File: src/rtl/semaforo_ctrl_pkg.sv
// Shared state encoding, default phase durations and the fast-speed duration rule
// for the traffic-light controller and its bench.
package semaforo_ctrl_pkg;

  typedef enum logic [1:0] {
    IDLE     = 2'd0,
    ROJO     = 2'd1,
    VERDE    = 2'd2,
    AMARILLO = 2'd3
  } state_t;

  localparam int T_ROJO_DEF     = 8;
  localparam int T_VERDE_DEF    = 6;
  localparam int T_AMARILLO_DEF = 2;
  localparam int CNT_W_DEF      = 8;

  // Fast speed halves a duration but never drops it below one cycle.
  function automatic int dur(input int t, input logic vel);
    int h;
    h = t >> 1;
    if (!vel) return t;
    return (h < 1) ? 1 : h;
  endfunction

endpackage

File: src/rtl/semaforo_timer.sv
// Loadable down-counter that saturates at zero; done flags the final cycle of a phase.
// Load wins over the decrement so a phase entry always restarts the count.
module semaforo_timer #(
  parameter int CNT_W = 8
) (
  input  logic             CLK,
  input  logic             RESET,
  input  logic             load,
  input  logic [CNT_W-1:0] load_val,
  output logic             done
);

  logic [CNT_W-1:0] cnt;

  always_ff @(posedge CLK) begin
    if (RESET)
      cnt <= '0;
    else if (load)
      cnt <= load_val;
    else if (cnt != '0)
      cnt <= cnt - CNT_W'(1);
  end

  assign done = (cnt == '0);

endmodule

File: src/rtl/semaforo_ctrl.sv
// Traffic-light sequencer ROJO -> VERDE -> AMARILLO while START is held; VEL picks
// halved durations, sampled on the edge that enters each phase.
module semaforo_ctrl
  import semaforo_ctrl_pkg::*;
#(
  parameter int T_ROJO     = T_ROJO_DEF,
  parameter int T_VERDE    = T_VERDE_DEF,
  parameter int T_AMARILLO = T_AMARILLO_DEF,
  parameter int CNT_W      = CNT_W_DEF
) (
  input  logic CLK,
  input  logic RESET,
  input  logic START,
  input  logic VEL,
  output logic LUZ_ROJA,
  output logic LUZ_VERDE,
  output logic LUZ_AMARILLA
);

  state_t           state;
  state_t           nxt_state;
  logic             load;
  logic             done;
  logic [CNT_W-1:0] load_val;

  always_comb begin
    nxt_state = state;
    case (state)
      IDLE:     if (START) nxt_state = ROJO;
      ROJO:     if (done)  nxt_state = VERDE;
      VERDE:    if (done)  nxt_state = AMARILLO;
      AMARILLO: if (done)  nxt_state = START ? ROJO : IDLE;
      default:             nxt_state = IDLE;
    endcase
  end

  // Timer reloads only when a lit phase is entered; IDLE leaves it parked at zero.
  always_comb begin
    load     = (nxt_state != state) && (nxt_state != IDLE);
    load_val = '0;
    case (nxt_state)
      ROJO:     load_val = CNT_W'(dur(T_ROJO, VEL) - 1);
      VERDE:    load_val = CNT_W'(dur(T_VERDE, VEL) - 1);
      AMARILLO: load_val = CNT_W'(dur(T_AMARILLO, VEL) - 1);
      default:  load_val = '0;
    endcase
  end

  semaforo_timer #(.CNT_W(CNT_W)) u_timer (
    .CLK      (CLK),
    .RESET    (RESET),
    .load     (load),
    .load_val (load_val),
    .done     (done)
  );

  // Lamps decode the next state so they line up with the state register, no extra cycle.
  always_ff @(posedge CLK) begin
    if (RESET) begin
      state        <= IDLE;
      LUZ_ROJA     <= 1'b1;
      LUZ_VERDE    <= 1'b0;
      LUZ_AMARILLA <= 1'b0;
    end else begin
      state        <= nxt_state;
      LUZ_ROJA     <= (nxt_state == IDLE) || (nxt_state == ROJO);
      LUZ_VERDE    <= (nxt_state == VERDE);
      LUZ_AMARILLA <= (nxt_state == AMARILLO);
    end
  end

endmodule

File: config.mk
export PLATFORM = sky130hd
export DESIGN_NAME = semaforo_ctrl
export DESIGN_NICKNAME = d
export VERILOG_FILES = /design/src/rtl/semaforo_ctrl_pkg.sv /design/src/rtl/semaforo_timer.sv /design/src/rtl/semaforo_ctrl.sv
export SDC_FILE = /design/constraint.sdc
export NUM_CORES = 1
export LEC_CHECK = 0
export ABC_AREA = 1
export BUFFER_PORTS_ARGS = -buffer_cell sky130_fd_sc_hd__buf_4
export CAP_MARGIN = 20
export CORE_MARGIN = 5
export CORE_UTILIZATION = 40
export CTS_BUF_LIST = sky130_fd_sc_hd__clkbuf_8 sky130_fd_sc_hd__clkbuf_16
export CTS_CLUSTER_DIAMETER = 50
export DETAILED_ROUTE_END_ITERATION = 10
export GPL_TIMING_DRIVEN = 0
export MAX_ROUTING_LAYER = met4
export PLACE_DENSITY = 0.53
export SYNTH_ARGS = -nofsm -noshare
export SYNTH_HDL_FRONTEND = slang
export SYNTH_SLANG_ARGS = --single-unit
export TNS_END_PERCENT = 50
File: constraint.sdc
create_clock -name CLK -period 1.9 [get_ports CLK]
set_input_delay 0.095 -clock CLK [delete_from_list [all_inputs] [get_ports CLK]]
set_output_delay 0.095 -clock CLK [all_outputs]
set_load 0.01 [all_outputs]
==> results.toml, run 1 <==
[power]
switchingPower_mw = 0.793
p_clk_share_pct = 14.0
ir_worst_vdd_mv = 0.834
p_comb_share_pct = 61.3
swShare_pct = 45.7
intPower_mw = 0.944
share_seq_of_total_power_pct = 24.8
p_leak_nw = 0.452
power.total_mw = 1.74
powerDensity_nw_per_um2 = 1820

[critical_path]
path_max_fanout = 10
worst-path-buf-inv = 4
arrival_ns = 1.92
cp_slowest_stage_delay_ns = 0.34
crit_slowest_cell = "dfxtp_1"
critical_path.endpoint_type = "flip-flop"
cp_top_family = "adder cells"
crit_type = "flip-flop to flip-flop"
required_ns = 2.08
rr_startpoint = "u_timer.cnt[0]"
worstSetupStartpointType = "flip-flop"
cp_common_cell = "inv_1"
setup.worst_path.start = "u_timer.cnt[0]"
path_cells = "inv_2 > ha_4 > nand2_2 > nor2_4 > buf_8 > nand3_4 > nand2_4 > nor2_2 > inv_1 > ha_1 > inv_1 > nand2_1 > a21oi_2"

[timing]
worst_slew_pin_slew_ns = 0.211
clock-skew-final_ns = 0.00103
slew_headroom_pct = 85.8
fmax_mhz = 576
rsz0062_at_grt = "no"
slew_viol_final = 0
min_period_over_period_pct = 91.4
setup_violations = 0
fin_crit_ns = 1.74
hold_viol_final = 0
holdWs_ns = 0.0598

[synthesis]
yosys-top-cells-area = "dfxtp_1 (32%), nand2_1 (11%), nor2_1 (8.4%)"
synthXorXnorAreaFrac_pct = 4.37
syn_nets = 118
syn_inst = 112
ys_ff_latch = 13
synth_warnings = 0
synth_top_area_share_pct = 32.4
yosys-mux-area-fraction_pct = 0
synth_top_family_by_area = "simple AND/OR/NAND/NOR gates"
yosysTopAreaCell = "dfxtp_1"
synth_area_per_cell_um2 = 7.16
ys_seq_area_share_pct = 32.4
synth_compound_area_share_pct = 7.49
netlist_area_um2 = 802
synthAdderAreaFrac_pct = 3.12
yosys.area_share.simple_pct = 42.4
synth_cell_types = 26

[cells_and_area]
area_growth_pct = 19.0
drive_gt1_share_pct = 31.1
diodes = 0
nets = 129

[floorplanning]
die_y_um = 54.8
row_count = 16
die_width_um = 54.8
ios = 7
core_um2 = 1940
initial_core_util_pct = 41.3
dieArea_um2 = 3000

[grt]
grt_pass1_vias = 627
grt_util_all_layers_pct = 13.9
grt_max_degree = 11
grt_pass1_wl_um = 2710
grt_antenna_before_repair = 0
gr-total-overflow = 0

[clocking]
cts_root_buf = "clkbuf_8"
path_clk_slew_ns = 0.05
cts_tree = "built"
cts_hold_buf = 0
clockBufferDepth = 2
htree_levels = 1
clock-sinks = 13
cts_buffers = 3
worstSkewPairLatency_ns = 0.24

[routing]
ant_nets = 0
wl_um = 1490
drcViolationCount = 0
drt-initial-drc-count = 7
wl_per_cell_um = 10.0
firstDrtPassIters = 4
vias = 671
via_per_inst = 4.50

[min_path]
hp-class = "primary input to flip-flop"
holdCritStartpoint = "RESET"

[job]
cap_violations = 0

[place]
port_buffers = 6
gp_congestion = 0.777
dpl.hpwl_um = 1150

[status]
outcome = "finished, final reports clean"
[Yosys cell counts]
cell type and number:
xor2_1 3, o21ai_1 3, dfxtp_1 13, nand2_2 3, a211oi_1 1, ha_1 2
o21ai_0 2, a21oi_1 4, nand3_2 1, nand3_4 1, nor3b_1 1, nor2_4 2
buf_6 1, inv_1 13, nand2_4 3, o21a_1 1, or2_1 1, inv_4 1
nor3_1 1, nor2_8 1, nand2_1 23, inv_2 4, nand3_1 4, nor2_2 4
nor2_1 18, xnor2_1 1
[state kept, by name, indices dropped and copies added, names as in the netlist]
name	count
LUZ_AMARILLA	1
LUZ_ROJA	1
LUZ_VERDE	1
state	2
u_timer.cnt	8
[final cells by class]
| class | count | area [um2] |
|---|---|---|
| Buffer | 1 | 15.0 |
| Fill cell | 208 | 987 |
| Tap cell | 27 | 33.8 |
| Multi-Input combinational cell | 80 | 484 |
| Timing Repair Buffer | 6 | 45.0 |
| Clock inverter | 1 | 3.75 |
| Clock buffer | 3 | 41.3 |
| Inverter | 18 | 70.1 |
| Sequential cell | 13 | 262 |
[worst register-to-register path: stages, from the launching register on]
cell and delay [ns]:
dfxtp_1 0.34, inv_2 0.06, ha_4 0.18, nand2_2 0.10, nor2_4 0.05, buf_8 0.13
nand3_4 0.06, nand2_4 0.09, nor2_2 0.11, inv_1 0.05, ha_1 0.28, inv_1 0.06
nand2_1 0.06, a21oi_2 0.11
[logic make-up (layout without fill, tap and decap cells)]
logic type | Yosys count | count (layout)
and+or+nand+nor | 63 | 63
DFF | 13 | 13
buffers and inverters | 19 | 29
AOI/OAI and AO/OA | 11 | 11
adders and majority gates | 2 | 2
xor gates and xnor gates | 4 | 4
[final timing paths]
| kind | to | slack (ns) | depth (start not counted) |
|---|---|---|---|
| worst min-delay path | u_timer.cnt[3] | 0.06 | 2 |
| worst min register to register | u_timer.cnt[5] | 0.59 | 3 |
| worst max register to register | u_timer.cnt[3] | 0.16 | 13 |
| worst max-delay path | u_timer.cnt[3] | 0.16 | 13 |
[repair_timing]
item	4_1_cts	5_1_grt
endpoints found under the setup margin	1	2
buffers inserted	0	0
resized for setup	1	9
[per-stage QoR]
stage	instances	area [um2]	TNS [ns]	util, %	setup slack [ns]
after floorplan	112	802	0	-	0.159
after global placement	145	881	-0.0186	45.4	-0.0186
after detailed placement	145	881	-0.0262	45.4	-0.0262
after CTS	149	928	0	47.8	0.00360
after global routing	149	955	0	49.2	0.0135
final	149	955	0	49.2	0.163
[power groups by stage]
stage / clock network, mW / logic [mW] / registers, mW
2_1_floorplan: 0 / 0.845 / 0.423
3_3_place_gp: 0 / 1.00 / 0.428
3_5_place_dp: 0 / 1.01 / 0.429
4_1_cts: 0.253 / 1.02 / 0.423
5_1_grt: 0.268 / 1.22 / 0.445
6_report: 0.242 / 1.06 / 0.430
[per-layer routing]
metal	part of all wire, %	vias to the layer above	track usage, %
li1	-	364	-
met1	51	295	16.8
met2	43	7	19.3
met3	3.0	5	3.27
met4	3.4	0	11.2
met5	0	-	-
[cells in the final DEF (no fill, tap or decap), types with 4 or more instances in the layout]
cell type / synthesis / final
nor2_2: 4 / 5
nor2_1: 18 / 17
dfxtp_1: 13 / 12
nand2_2: 3 / 5
buf_4: 0 / 6
nand3_1: 4 / 4
inv_1: 13 / 12
nand2_1: 23 / 21
inv_2: 4 / 6
(Power assumes the default switching activity.)
==> inputs of run 2 (changes only) <==
--- a/config.mk
+++ b/config.mk
@@ -6,12 +6,12 @@
 export NUM_CORES = 1
 export LEC_CHECK = 0
 export ABC_AREA = 1
+export ABC_CLOCK_PERIOD_IN_PS = 1700
 export BUFFER_PORTS_ARGS = -buffer_cell sky130_fd_sc_hd__buf_4
 export CAP_MARGIN = 20
 export CORE_MARGIN = 5
 export CORE_UTILIZATION = 40
 export CTS_BUF_LIST = sky130_fd_sc_hd__clkbuf_8 sky130_fd_sc_hd__clkbuf_16
-export CTS_CLUSTER_DIAMETER = 50
 export DETAILED_ROUTE_END_ITERATION = 10
 export GPL_TIMING_DRIVEN = 0
 export MAX_ROUTING_LAYER = met4
==> constraint.sdc (replaced) <==
create_clock -name CLK -period 1.7 [get_ports CLK]
set_input_delay 0.085 -clock CLK [delete_from_list [all_inputs] [get_ports CLK]]
set_output_delay 0.085 -clock CLK [all_outputs]
set_load 0.01 [all_outputs]
==> results.toml, run 2 (same netlist as run 1, synthesis figures left out) <==
[power]
swShare_pct = 45.9
p_leak_nw = 0.510
p_clk_share_pct = 11.4
p_comb_share_pct = 68.2
switchingPower_mw = 1.10
intPower_mw = 1.30
power.total_mw = 2.40
share_seq_of_total_power_pct = 20.4
ir_worst_vdd_mv = 1.10
powerDensity_nw_per_um2 = 2140

[critical_path]
required_ns = 1.85
worstSetupStartpointType = "flip-flop"
critical_path.endpoint_type = "flip-flop"
crit_type = "flip-flop to flip-flop"
setup.worst_path.start = "u_timer.cnt[1]"
path_max_fanout = 4
arrival_ns = 1.83
rr_startpoint = "u_timer.cnt[1]"

[routing]
wl_per_cell_um = 11.3
ant_nets = 0
via_per_inst = 4.57
firstDrtPassIters = 4
wl_um = 1770
drcViolationCount = 0
vias = 717
drt-initial-drc-count = 3

[cells_and_area]
fillers = 186
layout_common_cells = "nand2_1 (18), nor2_1 (14), buf_4 (13)"
layout_commonest_cell = "nand2_1"
reg.largest.list = "u_timer.cnt (8), state (2)"
diodes = 0
area_growth_pct = 40.1
nets = 137
final_cells = 157
regMostFlops = "u_timer.cnt"
largest_reg_flops = 8
drive_gt1_share_pct = 46.9

[place]
port_buffers = 6
gp_congestion = 0.779
dpl.hpwl_um = 1150
dp.cells = 145

[status]
outcome = "finished, final reports clean"

[job]
cap_violations = 0

[grt]
grt_pass1_vias = 662
grt_util_all_layers_pct = 14.5
grt_antenna_before_repair = 0
gr-total-overflow = 0
grt_pass1_wl_um = 2900
grt_max_degree = 8

[floorplanning]
row_count = 16
core_um2 = 1940
initial_core_util_pct = 41.3
dieArea_um2 = 3000
die_y_um = 54.8
ios = 7
die_width_um = 54.8

[clocking]
cts_hold_buf = 0
worstSkewPairLatency_ns = 0.25
clock-sinks = 13
cts_tree = "built"
cts_buffers = 3
path_clk_slew_ns = 0.06
clockBufferDepth = 2
htree_levels = 1
cts_root_buf = "clkbuf_8"

[timing]
rsz0062_at_grt = "yes"
slew_viol_final = 0
setup_violations = 0
hold_viol_final = 0
fmax_mhz = 593
fin_crit_ns = 1.69
clock-skew-final_ns = 0.00197
min_period_over_period_pct = 99.2
slew_headroom_pct = 75.5
worst_slew_pin_slew_ns = 0.367

[min_path]
holdCritStartpoint = "RESET"
hp-class = "primary input to flip-flop"
-- run 2: changes by cell type in the layout (fill, tap and decap cells not counted), sizes merged --
cell / previous run / this run
buf: 7 / 15
-- run 2: routing by layer --
metal / wire, um / global-route usage [%] / vias up
li1: - / - / 380
met1: 827 / 18.0 / 325
met2: 865 / 21.1 / 7
met3: 36 / 3.27 / 5
met4: 38 / 8.71 / 0
met5: 0 / - / -
-- run 2: final timing paths --
kind / to / slack, ns / cells after the start
setup / recovery: u_timer.cnt[7] / 0.01 / 11
hold / removal: u_timer.cnt[3] / 0.05 / 2
setup reg to reg: u_timer.cnt[7] / 0.01 / 11
hold reg to reg: u_timer.cnt[6] / 0.61 / 3
-- run 2: final cells by class --
type	instances	area, um2	area share, %
multi-input cells	80	586	52.1
clock inverters	1	3.75	0.334
plain buffers	1	15.0	1.34
inverters	18	72.6	6.46
repair buffers	14	109	9.69
well taps	27	33.8	3.01
clock buffers	3	41.3	3.67
flip-flops and latches	13	263	23.4
-- run 2: per-stage QoR --
step	instance area, um2	setup TNS, ns	hold WS (ns)	util [%]	worst slack (ns)
2_1_floorplan	807	0	0.154	-	0.0121
3_3_place_gp	886	-0.253	0.309	45.6	-0.143
3_5_place_dp	886	-0.260	0.310	45.6	-0.145
4_1_cts	1010	0	0.0503	52.1	0.0118
5_1_grt	1120	-0.200	0.0480	57.9	-0.0679
6_report	1120	0	0.0474	57.9	0.0128
-- run 2: timing repair --
item,4_1_cts,5_1_grt
pin swaps,7,11
buffers inserted,6,2
endpoints found under the setup margin,5,6
gates resized for setup,10,24
-- run 2: critical path: stages (launching register included) --
cell     delay, ns
dfxtp_2       0.33
inv_2         0.05
ha_4          0.17
nand2_4       0.07
nor2_4        0.04
buf_8         0.12
buf_4         0.13
buf_4         0.14
nor3b_1       0.34
nand2_4       0.08
nand3_2       0.07
nor2_2        0.04
-- run 2: power groups by stage --
| stage | Sequential (mW) | Clock [mW] | Combinational, mW |
|---|---|---|---|
| floorplan | 0.472 | 0 | 0.957 |
| global placement | 0.478 | 0 | 1.13 |
| detailed placement | 0.480 | 0 | 1.14 |
| CTS | 0.485 | 0.277 | 1.34 |
| global route | 0.501 | 0.298 | 1.81 |
| finish | 0.490 | 0.274 | 1.64 |
